[src/rtl/delay_pipe_arb.sv]
// delay_pipe_arb: round-robin arbiter feeding a shared fixed-latency, stallable register pipeline
module delay_pipe_arb #(
   parameter int NREQ  = 4,
   parameter int WIDTH = 8,
   parameter int DEPTH = 3,
   parameter int IDW   = 2,
   parameter int CNTW  = 2
) (
   input  logic                  clk,
   input  logic                  rst_n,
   input  logic [NREQ-1:0]       req_valid_i,
   input  logic [NREQ*WIDTH-1:0] req_data_i,
   output logic [NREQ-1:0]       req_ready_o,
   output logic                  out_valid_o,
   output logic [WIDTH-1:0]      out_data_o,
   output logic [IDW-1:0]        out_id_o,
   input  logic                  out_ready_i,
   output logic [CNTW-1:0]       occupancy_o,
   output logic                  idle_o
);
   logic [DEPTH-1:0]            vld_q, vld_d;
   logic [DEPTH-1:0][WIDTH-1:0] dat_q, dat_d;
   logic [DEPTH-1:0][IDW-1:0]   id_q, id_d;
   logic [IDW-1:0]              ptr_q, ptr_d, win;
   logic [CNTW-1:0]             occ_q, occ_d;
   logic [NREQ-1:0]             rot;
   logic [IDW:0]                sum;
   logic [WIDTH-1:0]            wdat;
   logic                        found, adv, acc, pop;

   assign adv = !vld_q[DEPTH-1] || out_ready_i;
   assign acc = found && adv && rst_n;
   assign pop = vld_q[DEPTH-1] && out_ready_i;
   assign rot = NREQ'({req_valid_i, req_valid_i} >> ptr_q);
   assign win = (sum >= (IDW+1)'(NREQ)) ? IDW'(sum - (IDW+1)'(NREQ)) : sum[IDW-1:0];

   // first requester at or after ptr_q (searching the rotated vector downward so the nearest wins)
   always_comb begin
      found = 1'b0;
      sum   = '0;
      for (int k = NREQ-1; k >= 0; k--)
         if (rot[k]) begin
            found = 1'b1;
            sum   = {1'b0, ptr_q} + (IDW+1)'(k);
         end
   end

   // mux out the winning requester's data
   always_comb begin
      wdat = '0;
      for (int k = 0; k < NREQ; k++)
         if (win == IDW'(k)) wdat = req_data_i[k*WIDTH +: WIDTH];
   end

   // shift every stage (bubbles included) on advance, load stage 0 with the grant or a bubble
   always_comb begin
      vld_d = vld_q;
      dat_d = dat_q;
      id_d  = id_q;
      if (adv) begin
         for (int i = DEPTH-1; i > 0; i--) begin
            vld_d[i] = vld_q[i-1];
            dat_d[i] = dat_q[i-1];
            id_d[i]  = id_q[i-1];
         end
         vld_d[0] = acc;
         dat_d[0] = acc ? wdat : '0;
         id_d[0]  = acc ? win : '0;
      end
      ptr_d = acc ? ((win == IDW'(NREQ-1)) ? '0 : win + 1'b1) : ptr_q;
      occ_d = occ_q + CNTW'(acc) - CNTW'(pop);
   end

   // state registers, cleared asynchronously so in-flight beats vanish at once
   always_ff @(posedge clk or negedge rst_n) begin
      if (!rst_n) begin
         vld_q <= '0;
         dat_q <= '0;
         id_q  <= '0;
         ptr_q <= '0;
         occ_q <= '0;
      end else begin
         vld_q <= vld_d;
         dat_q <= dat_d;
         id_q  <= id_d;
         ptr_q <= ptr_d;
         occ_q <= occ_d;
      end
   end

   assign req_ready_o = acc ? NREQ'(1) << win : '0;
   assign out_valid_o = vld_q[DEPTH-1];
   assign out_data_o  = dat_q[DEPTH-1];
   assign out_id_o    = id_q[DEPTH-1];
   assign occupancy_o = occ_q;
   assign idle_o      = (occ_q == '0) && !(|req_valid_i);
endmodule

[config.mk]
export PLATFORM = sky130hd
export DESIGN_NAME = delay_pipe_arb
export DESIGN_NICKNAME = d
export VERILOG_FILES = /design/src/rtl/delay_pipe_arb.sv
export SDC_FILE = /design/constraint.sdc
export NUM_CORES = 1
export LEC_CHECK = 0
export CORE_MARGIN = 3
export CORE_UTILIZATION = 47
export DETAILED_ROUTE_END_ITERATION = 8
export PLACE_DENSITY = 0.8
export SETUP_SLACK_MARGIN = 0.5
export SLEW_MARGIN = 20
export SYNTH_ARGS = -nofsm -noshare
export SYNTH_HDL_FRONTEND = slang
export SYNTH_SLANG_ARGS = --single-unit
[constraint.sdc]
create_clock -name clk -period 2.3 [get_ports clk]
set_input_delay 0.46 -clock clk [delete_from_list [all_inputs] [get_ports clk]]
set_output_delay 0.46 -clock clk [all_outputs]
set_load 0.03 [all_outputs]
==> flow_metrics.env <==
export IMPL_power_density_mw_per_mm2=1240
export IMPL_synth_seq_area_share=0.481
export IMPL_yosys_warnings=0
export IMPL_synth_nets=261
export IMPL_asyncSetResetFlopFracSynth=1.00
export IMPL_synth_top_cell_area_share=0.481
export IMPL_dr_vias_cell=6.19
export IMPL_cts_tree="built"
export IMPL_p_leak_nw=1.56
export IMPL_die_x_um=70.0
export IMPL_crit_required_ns=2.48
export IMPL_num_io_pins=57
export IMPL_clk_transition_reported_paths_ns=0.08
export IMPL_r2r_start="ptr_q[0]"
export IMPL_distinct_cells_synth=36
export IMPL_post_synth_top_count_cell="sky130_fd_sc_hd__nand2_1"
export IMPL_path_buf_inv=4
export IMPL_syn2layout_area_growth_pct=72.1
export IMPL_worst_hold_path_type="in -> async"
export IMPL_clk_path_buf_depth=2
export IMPL_met3_wirelength_um=772
export IMPL_cp_num_cells=12
export IMPL_fp_dieArea_mm2=0.00490
export IMPL_via_count_of_the_first_global_routing_pass=2085
export IMPL_drc_errors=0
export IMPL_crit_path_top_delay_cell="sky130_fd_sc_hd__dfrtp_1"
export IMPL_timing_final_hold_violations=0
export IMPL_grt_first_pass_wirelength_um=10900
export IMPL_timing_reg2reg_setup_slack_ns=-0.04
export IMPL_whs_ns=0.271
export IMPL_cts_root_buffer_cell="sky130_fd_sc_hd__clkbuf_8"
export IMPL_antenna_cells_inserted=0
export IMPL_worst_ir_drop_vdd_v=0.000690
export IMPL_gr_usage_all_layers=0.293
export IMPL_netlist_top_cells_count="82 x sky130_fd_sc_hd__nand2_1, 37 x sky130_fd_sc_hd__dfrtp_1, 10 x sky130_fd_sc_hd__buf_4"
export IMPL_dominantRegCellSynth="sky130_fd_sc_hd__dfrtp_1"
export IMPL_detail_route_wl_per_cell_um=23.6
export IMPL_cp_arrival_ns=2.52
export IMPL_violations="setup timing"
export IMPL_timing_critical_path_cells="nor2b_2 > nor3b_2 > o22ai_2 > buf_4 > ha_4 > buf_4 > buf_6 > nand2_4 > nor2_4 > a2111oi_4 > buf_4 > o31ai_2"
export IMPL_timing_setup_tns_ns=-0.0876
export IMPL_start_util=0.507
export IMPL_final_setup_worst_slack_ns=-0.0400
export IMPL_globalRouteOverflowTotal=0
export IMPL_fraction_of_layout_cells_with_a_size_suffix_above_1=0.386
export IMPL_antenna_violations_before_repair=0
export IMPL_synth_top_area_cell="sky130_fd_sc_hd__dfrtp_1"
export IMPL_worstPathMaxFanout=5
export IMPL_port_buffers=56
export IMPL_chipHeight_um=70.0
export IMPL_ff2ff_path_depth=12
export IMPL_worst_clk_skew_ns=0.00890
export IMPL_yosys_register_bits=37
export IMPL_crit_path_frequent_cell="sky130_fd_sc_hd__buf_4"
export IMPL_worst_setup_path_end_kind="flop"
export IMPL_routabilityCongestion=0.884
export IMPL_setup_viol=3
export IMPL_cp_slowest_stage_delay_ns=0.43
export IMPL_worstSetupStartpointType="flop"
export IMPL_synth_edf_count=0
export IMPL_finish_net_count=342
export IMPL_drv_slew=0
export IMPL_crit_end="dat_q[4]"
export IMPL_detail_route_iter0_violations=373
export IMPL_max_slew_margin=0.716
export IMPL_cts_htree_levels=2
export IMPL_tightest_slew_ns=0.425
export IMPL_drt_pass1_iterations=4
export IMPL_cp_top_family="buffers and inverters"
export IMPL_metal1_wirelength_um=2920
export IMPL_core_mm2=0.00380
export IMPL_period_needed_ns=2.34
export IMPL_synthesis_area_mm2=0.00193
export IMPL_dr_total_vias=2143
export IMPL_timing_setup_critical_path_class="reg -> reg"
export IMPL_synth_top_cells_by_area="sky130_fd_sc_hd__dfrtp_1 48%, sky130_fd_sc_hd__nand2_1 16%, sky130_fd_sc_hd__buf_4 3.9%"
export IMPL_fin_total_pwr_mw=4.13
export IMPL_clkSinkCount=37
export IMPL_worst_setup_sp="ptr_q[0]"
export IMPL_post_route_period_util=1.02
export IMPL_fmax_ghz=0.427
export IMPL_worst_skew_pair_late_latency_ns=0.30
export IMPL_filler_cell_count_in_the_final_layout=156
export IMPL_remaining_antenna_violation_count=0
export IMPL_tritoncts_num_buffers=5
export IMPL_highest_signal_layer="met4"
export IMPL_post_synth_inst_count=216
export IMPL_timing_max_cap_violations=0
export IMPL_drt_wirelength_um=8160
export IMPL_met2RoutedLength_um=3840
export IMPL_placementRows=22
export IMPL_grt_start_max_net_pins=36
export IMPL_dp_hpwl_um=3250
export IMPL_status="finished with violations"
export IMPL_worstReg2RegEnd="dat_q[4]"
export IMPL_syn_mean_instance_area_um2=8.92
export IMPL_unrepaired_setup_endpoints_after_global_routing="true"
-- worst min-delay path by stage --
stage | endpoint | cells after the start | slack (ns)
after floorplan | dat_q[0] | 0 | 0.16
after global placement | ptr_q[0] | 1 | 0.29
after detailed placement | ptr_q[0] | 1 | 0.29
after CTS | ptr_q[0] | 1 | -0.03
after global routing | dat_q[9] | 2 | 0.30
final | id_q[0] | 2 | 0.27
-- through the flow --
step | setup slack (ns) | cell area (um^2) | utilization | std cells
floorplan | 0.105 | 2030 | - | 216
global placement | -0.459 | 2640 | 0.694 | 320
finish | -0.0400 | 3320 | 0.873 | 346
global route | -0.121 | 3320 | 0.873 | 346
detailed placement | -0.555 | 2640 | 0.694 | 320
CTS | 0.0651 | 3130 | 0.823 | 343
-- registers in the layout, summed over array words and instances (netlist names) --
register and count:
out_id_o 2, occupancy_o 2, id_q 4, dat_q 16, out_data_o 8, vld_q 3
ptr_q 2
-- repair_timing --
| action | CTS | global route |
|---|---|---|
| endpoints found under the setup margin | 19 | 19 |
| endpoints found under the hold margin | 2 | 2 |
| gates resized for setup | 87 | 38 |
| cloned | 1 | 0 |
| pin swaps | 20 | 17 |
| buffers inserted | 14 | 2 |
-- power by group --
group          internal [mW]  switching (mW)  leakage [nW]
Clock                  0.271           0.245        0.0542
Sequential             0.936           0.243         0.475
Combinational           1.10            1.34          1.04
-- metal layers --
layer | up-vias | track usage
met5 | - | 0
met4 | 0 | 0.194
met3 | 55 | 0.0763
met2 | 181 | 0.485
met1 | 1030 | 0.332
li1 | 877 | -
-- placed cells by master, fill, tap and decap left out, types with 4 or more instances in the layout --
cell type	netlist	final
sky130_fd_sc_hd__nor2_4	0	4
sky130_fd_sc_hd__o31ai_2	1	7
sky130_fd_sc_hd__clkdlybuf4s50_1	0	37
sky130_fd_sc_hd__dlygate4sd2_1	0	4
sky130_fd_sc_hd__nor2_1	8	4
sky130_fd_sc_hd__buf_2	5	4
sky130_fd_sc_hd__buf_4	10	24
sky130_fd_sc_hd__dfrtp_1	37	35
sky130_fd_sc_hd__clkbuf_8	0	7
sky130_fd_sc_hd__a2111oi_4	0	7
sky130_fd_sc_hd__nand2_1	82	79
sky130_fd_sc_hd__dlymetal6s2s_1	0	5
sky130_fd_sc_hd__o221ai_1	7	5
sky130_fd_sc_hd__ha_4	0	6
sky130_fd_sc_hd__nor2b_2	1	5
sky130_fd_sc_hd__buf_6	1	20
-- cell type report --
type / count / area, um^2 / share of cell area
multi-input cells: 150 / 1240 / 0.375
repair buffers: 98 / 958 / 0.289
flip-flops and latches: 37 / 928 / 0.280
clock buffers: 7 / 96.3 / 0.0291
well taps: 48 / 60.1 / 0.0181
inverters: 5 / 23.8 / 0.00717
clock inverters: 1 / 5.00 / 0.00151
-- kinds of logic (layout without fill, tap and decap cells) --
group / count (synthesis) / count (layout) / synth area share
AOI/OAI and AO/OA: 32 / 32 / 0.135
muxes: 1 / 1 / 0.00584
adders and majority gates: 6 / 6 / 0.0390
xor gates and xnor gates: 2 / 2 / 0.00909
and+or+nand+nor: 109 / 109 / 0.247
buffers and inverters: 29 / 111 / 0.0838
DFF: 37 / 37 / 0.481
Power figures use the tool's default switching activity.
